## config.mk

```make
export PLATFORM = sky130hd
export DESIGN_NAME = decoder_riscv_pipe
export DESIGN_NICKNAME = d
export VERILOG_FILES = /design/src/rtl/decoder_riscv_pipe.sv
export SDC_FILE = /design/constraint.sdc
export NUM_CORES = 1
export LEC_CHECK = 0
export ABC_AREA = 1
export CAP_MARGIN = 20
export CORE_MARGIN = 4
export CORE_UTILIZATION = 51
export CTS_CLUSTER_SIZE = 25
export DETAILED_ROUTE_END_ITERATION = 10
export PLACE_DENSITY = 0.92
export SLEW_MARGIN = 20
export SYNTH_ARGS = -nofsm -noshare
export SYNTH_HDL_FRONTEND = slang
export SYNTH_SLANG_ARGS = --single-unit
```

## constraint.sdc

```tcl
create_clock -name clk_i -period 4.41 [get_ports clk_i]
set_clock_uncertainty 0.1 [all_clocks]
set_input_delay 0.441 -clock clk_i [delete_from_list [all_inputs] [get_ports clk_i]]
set_output_delay 0.441 -clock clk_i [all_outputs]
set_load 0.03 [all_outputs]
```

## src/rtl/decoder_riscv_pipe.sv

```systemverilog
// -----------------------------------------------------------------------------
// decoder_riscv_pipe
//   One-stage RV32I (optionally RV32M) instruction decoder with a valid/ready
//   skid-free output register. Each accepted instruction is decoded
//   combinationally and registered together with a copy of the raw word.
//   A saturating counter tracks how many illegal words were handed off.
//
//   Encodings shared with the rest of the core:
//     a_sel    : 0 RS1, 1 CURRENT_PC, 2 ZERO
//     b_sel    : 0 RS2, 1 IMM_I, 2 IMM_S, 3 IMM_U, 4 INCR
//     alu_op   : 0 ADD 1 SUB 2 XOR 3 OR 4 AND 5 SLL 6 SRL 7 SRA 8 SLT 9 SLTU
//                10 EQ 11 NE 12 LTS 13 GES 14 LTU 15 GEU
//     csr_op   : funct3 of the CSR instruction (default 1 = RW)
//     wb_sel   : 0 EX_RESULT, 1 LSU_DATA, 2 CSR_DATA
//     mem_size : 0 B, 1 H, 2 W, 4 BU, 5 HU
//
// Ports
//   clk_i, rst_ni            clock, asynchronous active-low reset
//   instr_i, in_valid_i      incoming instruction and its valid
//   in_ready_o               decoder can take instr_i this cycle
//   flush_i                  drop held and incoming instruction
//   out_ready_i, out_valid_o downstream handshake
//   a_sel_o .. mret_o        registered decode fields and flags
//   instr_o                  registered copy of the decoded word
//   illegal_cnt_o            saturating count of illegal handoffs
// -----------------------------------------------------------------------------
module decoder_riscv_pipe #(
  parameter int unsigned M_EXT_EN = 0,
  parameter int unsigned CNT_W    = 16
) (
  input  logic             clk_i,
  input  logic             rst_ni,
  input  logic [31:0]      instr_i,
  input  logic             in_valid_i,
  output logic             in_ready_o,
  input  logic             flush_i,
  input  logic             out_ready_i,
  output logic             out_valid_o,
  output logic [1:0]       a_sel_o,
  output logic [2:0]       b_sel_o,
  output logic [4:0]       alu_op_o,
  output logic [2:0]       csr_op_o,
  output logic             csr_we_o,
  output logic             mem_req_o,
  output logic             mem_we_o,
  output logic [2:0]       mem_size_o,
  output logic             gpr_we_o,
  output logic [1:0]       wb_sel_o,
  output logic             mdu_en_o,
  output logic [2:0]       mdu_op_o,
  output logic             illegal_instr_o,
  output logic             branch_o,
  output logic             jal_o,
  output logic             jalr_o,
  output logic             mret_o,
  output logic [31:0]      instr_o,
  output logic [CNT_W-1:0] illegal_cnt_o
);

  localparam logic [1:0] A_RS1        = 2'd0;
  localparam logic [1:0] A_CURRENT_PC = 2'd1;
  localparam logic [1:0] A_ZERO       = 2'd2;

  localparam logic [2:0] B_RS2   = 3'd0;
  localparam logic [2:0] B_IMM_I = 3'd1;
  localparam logic [2:0] B_IMM_S = 3'd2;
  localparam logic [2:0] B_IMM_U = 3'd3;
  localparam logic [2:0] B_INCR  = 3'd4;

  localparam logic [4:0] ALU_ADD  = 5'd0;
  localparam logic [4:0] ALU_SUB  = 5'd1;
  localparam logic [4:0] ALU_XOR  = 5'd2;
  localparam logic [4:0] ALU_OR   = 5'd3;
  localparam logic [4:0] ALU_AND  = 5'd4;
  localparam logic [4:0] ALU_SLL  = 5'd5;
  localparam logic [4:0] ALU_SRL  = 5'd6;
  localparam logic [4:0] ALU_SRA  = 5'd7;
  localparam logic [4:0] ALU_SLT  = 5'd8;
  localparam logic [4:0] ALU_SLTU = 5'd9;
  localparam logic [4:0] ALU_EQ   = 5'd10;
  localparam logic [4:0] ALU_NE   = 5'd11;
  localparam logic [4:0] ALU_LTS  = 5'd12;
  localparam logic [4:0] ALU_GES  = 5'd13;
  localparam logic [4:0] ALU_LTU  = 5'd14;
  localparam logic [4:0] ALU_GEU  = 5'd15;

  localparam logic [2:0] CSR_RW = 3'd1;

  localparam logic [1:0] WB_EX_RESULT = 2'd0;
  localparam logic [1:0] WB_LSU_DATA  = 2'd1;
  localparam logic [1:0] WB_CSR_DATA  = 2'd2;

  localparam logic [2:0] SZ_B  = 3'd0;
  localparam logic [2:0] SZ_H  = 3'd1;
  localparam logic [2:0] SZ_W  = 3'd2;
  localparam logic [2:0] SZ_BU = 3'd4;
  localparam logic [2:0] SZ_HU = 3'd5;

  localparam logic [6:0] OPC_LOAD     = 7'b0000011;
  localparam logic [6:0] OPC_MISC_MEM = 7'b0001111;
  localparam logic [6:0] OPC_OP_IMM   = 7'b0010011;
  localparam logic [6:0] OPC_AUIPC    = 7'b0010111;
  localparam logic [6:0] OPC_STORE    = 7'b0100011;
  localparam logic [6:0] OPC_OP       = 7'b0110011;
  localparam logic [6:0] OPC_LUI      = 7'b0110111;
  localparam logic [6:0] OPC_BRANCH   = 7'b1100011;
  localparam logic [6:0] OPC_JALR     = 7'b1100111;
  localparam logic [6:0] OPC_JAL      = 7'b1101111;
  localparam logic [6:0] OPC_SYSTEM   = 7'b1110011;

  localparam logic [31:0]      MRET_WORD = 32'h3020_0073;
  localparam logic [CNT_W-1:0] CNT_MAX   = {CNT_W{1'b1}};

  // Register-register / register-immediate ALU op selected by funct3 alone.
  function automatic logic [4:0] alu_base(input logic [2:0] f3);
    logic [4:0] op;
    case (f3)
      3'd0:    op = ALU_ADD;
      3'd1:    op = ALU_SLL;
      3'd2:    op = ALU_SLT;
      3'd3:    op = ALU_SLTU;
      3'd4:    op = ALU_XOR;
      3'd5:    op = ALU_SRL;
      3'd6:    op = ALU_OR;
      3'd7:    op = ALU_AND;
      default: op = ALU_ADD;
    endcase
    return op;
  endfunction

  logic [6:0]       opcode_s;
  logic [2:0]       funct3_s;
  logic [6:0]       funct7_s;
  logic [1:0]       a_sel_s;
  logic [2:0]       b_sel_s;
  logic [4:0]       alu_op_s;
  logic [2:0]       csr_op_s;
  logic             csr_we_s;
  logic             mem_req_s;
  logic             mem_we_s;
  logic [2:0]       mem_size_s;
  logic             gpr_we_s;
  logic [1:0]       wb_sel_s;
  logic             mdu_en_s;
  logic             illegal_s;
  logic             branch_s;
  logic             jal_s;
  logic             jalr_s;
  logic             mret_s;
  logic             in_ready_s;
  logic             accept_s;
  logic             handoff_s;

  logic             out_valid_r;
  logic [1:0]       a_sel_r;
  logic [2:0]       b_sel_r;
  logic [4:0]       alu_op_r;
  logic [2:0]       csr_op_r;
  logic             csr_we_r;
  logic             mem_req_r;
  logic             mem_we_r;
  logic [2:0]       mem_size_r;
  logic             gpr_we_r;
  logic [1:0]       wb_sel_r;
  logic             mdu_en_r;
  logic [2:0]       mdu_op_r;
  logic             illegal_r;
  logic             branch_r;
  logic             jal_r;
  logic             jalr_r;
  logic             mret_r;
  logic [31:0]      instr_r;
  logic [CNT_W-1:0] illegal_cnt_r;

  assign opcode_s = instr_i[6:0];
  assign funct3_s = instr_i[14:12];
  assign funct7_s = instr_i[31:25];

  // Combinational decode of instr_i; side-effect flags are raw here and are
  // gated with the illegal flag before being registered.
  always_comb begin
    a_sel_s    = A_RS1;
    b_sel_s    = B_IMM_I;
    alu_op_s   = ALU_ADD;
    csr_op_s   = CSR_RW;
    csr_we_s   = 1'b0;
    mem_req_s  = 1'b0;
    mem_we_s   = 1'b0;
    mem_size_s = SZ_W;
    gpr_we_s   = 1'b1;
    wb_sel_s   = WB_EX_RESULT;
    mdu_en_s   = 1'b0;
    illegal_s  = 1'b0;
    branch_s   = 1'b0;
    jal_s      = 1'b0;
    jalr_s     = 1'b0;
    mret_s     = 1'b0;
    case (opcode_s)
      OPC_OP: begin
        b_sel_s = B_RS2;
        case (funct7_s)
          7'h00: alu_op_s = alu_base(funct3_s);
          7'h20: begin
            if (funct3_s == 3'd0) begin
              alu_op_s = ALU_SUB;
            end else if (funct3_s == 3'd5) begin
              alu_op_s = ALU_SRA;
            end else begin
              illegal_s = 1'b1;
            end
          end
          7'h01: begin
            if (M_EXT_EN != 32'd0) begin
              mdu_en_s = 1'b1;
            end else begin
              illegal_s = 1'b1;
            end
          end
          default: illegal_s = 1'b1;
        endcase
      end
      OPC_OP_IMM: begin
        // Shift-immediates reuse funct7 as an encoding field.
        case (funct3_s)
          3'd1: begin
            alu_op_s  = ALU_SLL;
            illegal_s = (funct7_s != 7'h00);
          end
          3'd5: begin
            if (funct7_s == 7'h20) begin
              alu_op_s = ALU_SRA;
            end else begin
              alu_op_s  = ALU_SRL;
              illegal_s = (funct7_s != 7'h00);
            end
          end
          default: alu_op_s = alu_base(funct3_s);
        endcase
      end
      OPC_LOAD: begin
        mem_req_s = 1'b1;
        wb_sel_s  = WB_LSU_DATA;
        case (funct3_s)
          3'd0:    mem_size_s = SZ_B;
          3'd1:    mem_size_s = SZ_H;
          3'd2:    mem_size_s = SZ_W;
          3'd4:    mem_size_s = SZ_BU;
          3'd5:    mem_size_s = SZ_HU;
          default: illegal_s  = 1'b1;
        endcase
      end
      OPC_STORE: begin
        mem_req_s = 1'b1;
        mem_we_s  = 1'b1;
        gpr_we_s  = 1'b0;
        b_sel_s   = B_IMM_S;
        case (funct3_s)
          3'd0:    mem_size_s = SZ_B;
          3'd1:    mem_size_s = SZ_H;
          3'd2:    mem_size_s = SZ_W;
          default: illegal_s  = 1'b1;
        endcase
      end
      OPC_BRANCH: begin
        branch_s = 1'b1;
        gpr_we_s = 1'b0;
        b_sel_s  = B_RS2;
        case (funct3_s)
          3'd0:    alu_op_s  = ALU_EQ;
          3'd1:    alu_op_s  = ALU_NE;
          3'd4:    alu_op_s  = ALU_LTS;
          3'd5:    alu_op_s  = ALU_GES;
          3'd6:    alu_op_s  = ALU_LTU;
          3'd7:    alu_op_s  = ALU_GEU;
          default: illegal_s = 1'b1;
        endcase
      end
      OPC_JAL: begin
        jal_s   = 1'b1;
        a_sel_s = A_CURRENT_PC;
        b_sel_s = B_INCR;
      end
      OPC_JALR: begin
        jalr_s    = 1'b1;
        a_sel_s   = A_CURRENT_PC;
        b_sel_s   = B_INCR;
        illegal_s = (funct3_s != 3'd0);
      end
      OPC_LUI: begin
        a_sel_s = A_ZERO;
        b_sel_s = B_IMM_U;
      end
      OPC_AUIPC: begin
        a_sel_s = A_CURRENT_PC;
        b_sel_s = B_IMM_U;
      end
      OPC_MISC_MEM: begin
        gpr_we_s  = 1'b0;
        illegal_s = (funct3_s != 3'd0);
      end
      OPC_SYSTEM: begin
        case (funct3_s)
          3'd0: begin
            // Only MRET is supported among the privileged funct3=0 words.
            if (instr_i == MRET_WORD) begin
              mret_s   = 1'b1;
              gpr_we_s = 1'b0;
            end else begin
              illegal_s = 1'b1;
            end
          end
          3'd4: illegal_s = 1'b1;
          default: begin
            csr_we_s = 1'b1;
            wb_sel_s = WB_CSR_DATA;
            csr_op_s = funct3_s;
          end
        endcase
      end
      default: illegal_s = 1'b1;
    endcase
  end

  assign in_ready_s = ~out_valid_r | out_ready_i;
  assign accept_s   = in_valid_i & in_ready_s & ~flush_i;
  assign handoff_s  = out_valid_r & out_ready_i & ~flush_i;

  // Output valid: flush wins, then a new accept, then a completed handoff.
  always_ff @(posedge clk_i or negedge rst_ni) begin
    if (!rst_ni) begin
      out_valid_r <= 1'b0;
    end else if (flush_i) begin
      out_valid_r <= 1'b0;
    end else if (accept_s) begin
      out_valid_r <= 1'b1;
    end else if (out_ready_i) begin
      out_valid_r <= 1'b0;
    end else begin
      out_valid_r <= out_valid_r;
    end
  end

  // Decoded word register; loads only on accept so a stall holds every field.
  always_ff @(posedge clk_i or negedge rst_ni) begin
    if (!rst_ni) begin
      a_sel_r    <= A_RS1;
      b_sel_r    <= B_IMM_I;
      alu_op_r   <= ALU_ADD;
      csr_op_r   <= CSR_RW;
      csr_we_r   <= 1'b0;
      mem_req_r  <= 1'b0;
      mem_we_r   <= 1'b0;
      mem_size_r <= SZ_W;
      gpr_we_r   <= 1'b0;
      wb_sel_r   <= WB_EX_RESULT;
      mdu_en_r   <= 1'b0;
      mdu_op_r   <= 3'd0;
      illegal_r  <= 1'b0;
      branch_r   <= 1'b0;
      jal_r      <= 1'b0;
      jalr_r     <= 1'b0;
      mret_r     <= 1'b0;
      instr_r    <= 32'd0;
    end else if (accept_s) begin
      a_sel_r    <= a_sel_s;
      b_sel_r    <= b_sel_s;
      alu_op_r   <= alu_op_s;
      csr_op_r   <= csr_op_s;
      csr_we_r   <= csr_we_s  & ~illegal_s;
      mem_req_r  <= mem_req_s & ~illegal_s;
      mem_we_r   <= mem_we_s  & ~illegal_s;
      mem_size_r <= mem_size_s;
      gpr_we_r   <= gpr_we_s  & ~illegal_s;
      wb_sel_r   <= wb_sel_s;
      mdu_en_r   <= mdu_en_s  & ~illegal_s;
      mdu_op_r   <= funct3_s;
      illegal_r  <= illegal_s;
      branch_r   <= branch_s  & ~illegal_s;
      jal_r      <= jal_s     & ~illegal_s;
      jalr_r     <= jalr_s    & ~illegal_s;
      mret_r     <= mret_s    & ~illegal_s;
      instr_r    <= instr_i;
    end else begin
      instr_r    <= instr_r;
    end
  end

  // Saturating count of illegal words actually delivered downstream.
  always_ff @(posedge clk_i or negedge rst_ni) begin
    if (!rst_ni) begin
      illegal_cnt_r <= {CNT_W{1'b0}};
    end else if (handoff_s && illegal_r && (illegal_cnt_r != CNT_MAX)) begin
      illegal_cnt_r <= illegal_cnt_r + CNT_W'(1'b1);
    end else begin
      illegal_cnt_r <= illegal_cnt_r;
    end
  end

  assign in_ready_o      = in_ready_s;
  assign out_valid_o     = out_valid_r;
  assign a_sel_o         = a_sel_r;
  assign b_sel_o         = b_sel_r;
  assign alu_op_o        = alu_op_r;
  assign csr_op_o        = csr_op_r;
  assign csr_we_o        = csr_we_r;
  assign mem_req_o       = mem_req_r;
  assign mem_we_o        = mem_we_r;
  assign mem_size_o      = mem_size_r;
  assign gpr_we_o        = gpr_we_r;
  assign wb_sel_o        = wb_sel_r;
  assign mdu_en_o        = mdu_en_r;
  assign mdu_op_o        = mdu_op_r;
  assign illegal_instr_o = illegal_r;
  assign branch_o        = branch_r;
  assign jal_o           = jal_r;
  assign jalr_o          = jalr_r;
  assign mret_o          = mret_r;
  assign instr_o         = instr_r;
  assign illegal_cnt_o   = illegal_cnt_r;

endmodule
```

==> impl_metrics.ini <==
[cts]
htreeDepth = 3
worstSkewPairLatency_ns = 0.34
clk_path_buf_depth = 2
cts_hold_buf = 0
post_cts_buffers = 0
clk_pin_slew_ns = 0.08
cts_tree = done
cts_made_buffers = 9
cts_resized = 0
clock-root-buffer = clkbuf_8
cts.sinks = 75

[synth]
synthArstFlopShare_pct = 100
yosysTopAreaCellShare_pct = 46.5
yosys-top-cells-count = nand2_1, dfrtp_1, nor2_1, inv_1, o21ai_0
synthTopCellsByArea = dfrtp_1, nand2_1, o21ai_0
synth.distinct_cells = 41
seq_area_frac_synth_pct = 48.5
synth-edff-count = 0
synthesis.area_um2 = 3870
ys_seq_elements = 75
synth_top_cell_by_area = dfrtp_1
synth_ff_type = dfrtp_1
syn_area_per_cell_um2 = 7.58
synth.most_common_cell = nand2_1
ys.warnings.count = 0
syn_inst = 511

[worst_setup_path]
required_ns = 4.50
path_class = input pin to register
cpMaxStageDelayCell = clkinv_1
crit_start = out_ready_i
crit_chain = clkdlybuf4s50_1, inv_1, nand2_1, nand2_2, clkinv_1, nand2_1, o311ai_0
cpLargestDelayFamily = buffers and inverters
worst-path-max-fanout = 38
cp.buffers_inverters = 3
crit_top_cell = nand2_1
cpPeakStageDelay_ns = 0.62
timing.rr.start = out_valid_o$_DFFE_PN0P_
critPathLaunchType = input pin
cp.arrival_ns = 2.53
end_kind = register

[global_routing]
grt_pass1_vias = 3697
antenna_found_initial = 0
grt.total_usage_pct = 24.4
grt_start_max_net_pins = 76
grt.overflow.total = 0
grt_pass1_wl_um = 17300

[die]
initial_utilization_pct = 52.9
die_area_um2 = 9060
num_rows = 31
ios = 118
die_w_um = 95.2
die_h_um = 95.2
core_area_um2 = 7330

[pwr]
powerDensity_nw_per_um2 = 373
ir_drop_mv = 0.212
p_leak_nw = 2.50

[placed_design]
portBuffers = 115
gp_congestion = 0.924
dp_hpwl_um = 7690

[route]
drt_wl_total_um = 10400
drt_iter0_drc = 251
routedWlPerCell_um = 14.4
vias = 3732
drt-pass1-iter-count = 5
vias_per_cell = 5.17
ant_nets = 0
remaining_drc_errors = 0

[sta]
drv_slew = 0
max_slew_margin_pct = 37.5
setup_viol = 0
final.setup.tns_ns = 0
finalCritPeriodShare_pct = 55.2
holdWs_ns = 0.137
fmax_ghz = 0.411
min_period_ns = 2.43
hold_viol = 0
grt_setup_unrepaired = false
tightest_slew_ns = 0.938

[cells_and_area]
nNetsFinal = 656
diodes = 0
fillers = 542
layout-drive-gt1-share_pct = 5.46
areaGrowthSynthToFinish_pct = 35.9

[hold_path]
hold_class = input pin to asynchronous set/reset pin

[job]
cap_violations = 0

[run_status]
status = complete, no violations
[sequential cells by signal, summed over array words and instances (netlist names), 2 cells and up]
name           cells
alu_op_o           4
a_sel_o            2
mdu_op_o           2
illegal_cnt_o     16
wb_sel_o           2
instr_o           30
b_sel_o            3
mem_size_o         3
csr_op_o           3
[path summary, 6_finish.rpt]
check	endpoint	slack, ns	cells past startpoint
worst max-delay path	a_sel_o[0]$_DFFE_PN0P_	1.98	7
worst min-delay path	instr_o[11]$_DFFE_PN0P_	0.14	1
worst max register to register	a_sel_o[0]$_DFFE_PN0P_	2.16	5
worst min register to register	instr_o[31]$_DFFE_PN0P_	0.39	2
max in group asynchronous	illegal_cnt_o[9]$_DFFE_PN0P_	3.46	1
min in group clk_i	instr_o[31]$_DFFE_PN0P_	0.39	2
[cell type report]
class                           instances  area, um2  share of cell area [%]
Sequential cell                        75       1880                    35.7
Multi-Input combinational cell        364       1680                    32.0
Timing Repair Buffer                  116       1160                    21.9
Inverter                               52        195                    3.71
Clock buffer                           12        155                    2.95
Tap cell                               99        124                    2.35
Clock inverter                          4       72.6                    1.38
[layout by cell type, fill, tap and decap left out, types with 2 or more instances in the layout]
| master | synthesis | routed |
|---|---|---|
| dfrtp_1 | 72 | 72 |
| inv_1 | 48 | 48 |
| dfstp_2 | 3 | 3 |
| nand4_1 | 8 | 8 |
| nor3_1 | 6 | 6 |
| buf_4 | 5 | 2 |
| o31ai_1 | 2 | 2 |
| a21oi_1 | 5 | 5 |
| nand3_1 | 22 | 22 |
| a31oi_1 | 2 | 2 |
| clkdlybuf4s50_1 | 0 | 114 |
| clkbuf_8 | 0 | 11 |
| inv_2 | 2 | 2 |
| bufinv_16 | 0 | 2 |
| o21ai_2 | 2 | 2 |
| nand2_1 | 192 | 191 |
| xnor2_1 | 2 | 2 |
| nand2_2 | 2 | 3 |
| o21ai_0 | 37 | 37 |
| nor2_1 | 49 | 49 |
| clkinv_1 | 2 | 2 |
| xor2_1 | 8 | 8 |
| conb_1 | 1 | 2 |
| o211ai_1 | 2 | 2 |
| nand3b_1 | 2 | 2 |
| o21ai_1 | 6 | 6 |
| nor4_1 | 2 | 2 |
[per-stage QoR]
step                worst slack (ns)  cells  utilization (%)  total power [mW]  area, um2
CTS                             1.99    722             71.9              1.98       5270
floorplan                       2.51    512                -              1.13       3880
global route                    1.69    722             71.9              2.06       5270
global placement                1.69    706             68.7              1.36       5040
detailed placement              1.62    706             68.7              1.38       5040
finish                          1.98    722             71.9              1.97       5270
[kinds of logic (layout without fill, tap and decap cells)]
kind of cell / after synthesis / count (layout) / synth area share, %
AOI/OAI and AO/OA: 61 / 61 / 9.01
DFF: 75 / 75 / 48.5
xor gates and xnor gates: 10 / 10 / 2.26
other: 1 / 2 / 0.0968
and+or+nand+nor: 290 / 290 / 31.6
adders and majority gates: 1 / 1 / 0.323
buffers and inverters: 73 / 184 / 8.17
[report_power, final]
group	switching [mW]	internal (mW)	leakage, nW
Sequential	0.0580	0.762	0.968
Combinational	0.333	0.213	1.42
Clock	0.252	0.349	0.113
Total	0.643	1.32	2.50
[layer usage]
| metal | share of wire (%) | GRT usage [%] | vias to the layer above |
|---|---|---|---|
| li1 | - | - | 1826 |
| met1 | 42 | 31.3 | 1730 |
| met2 | 49 | 40.7 | 156 |
| met3 | 7.2 | 4.89 | 20 |
| met4 | 2.3 | 9.01 | 0 |
| met5 | 0 | 0 | - |
(Power assumes the default switching activity.)
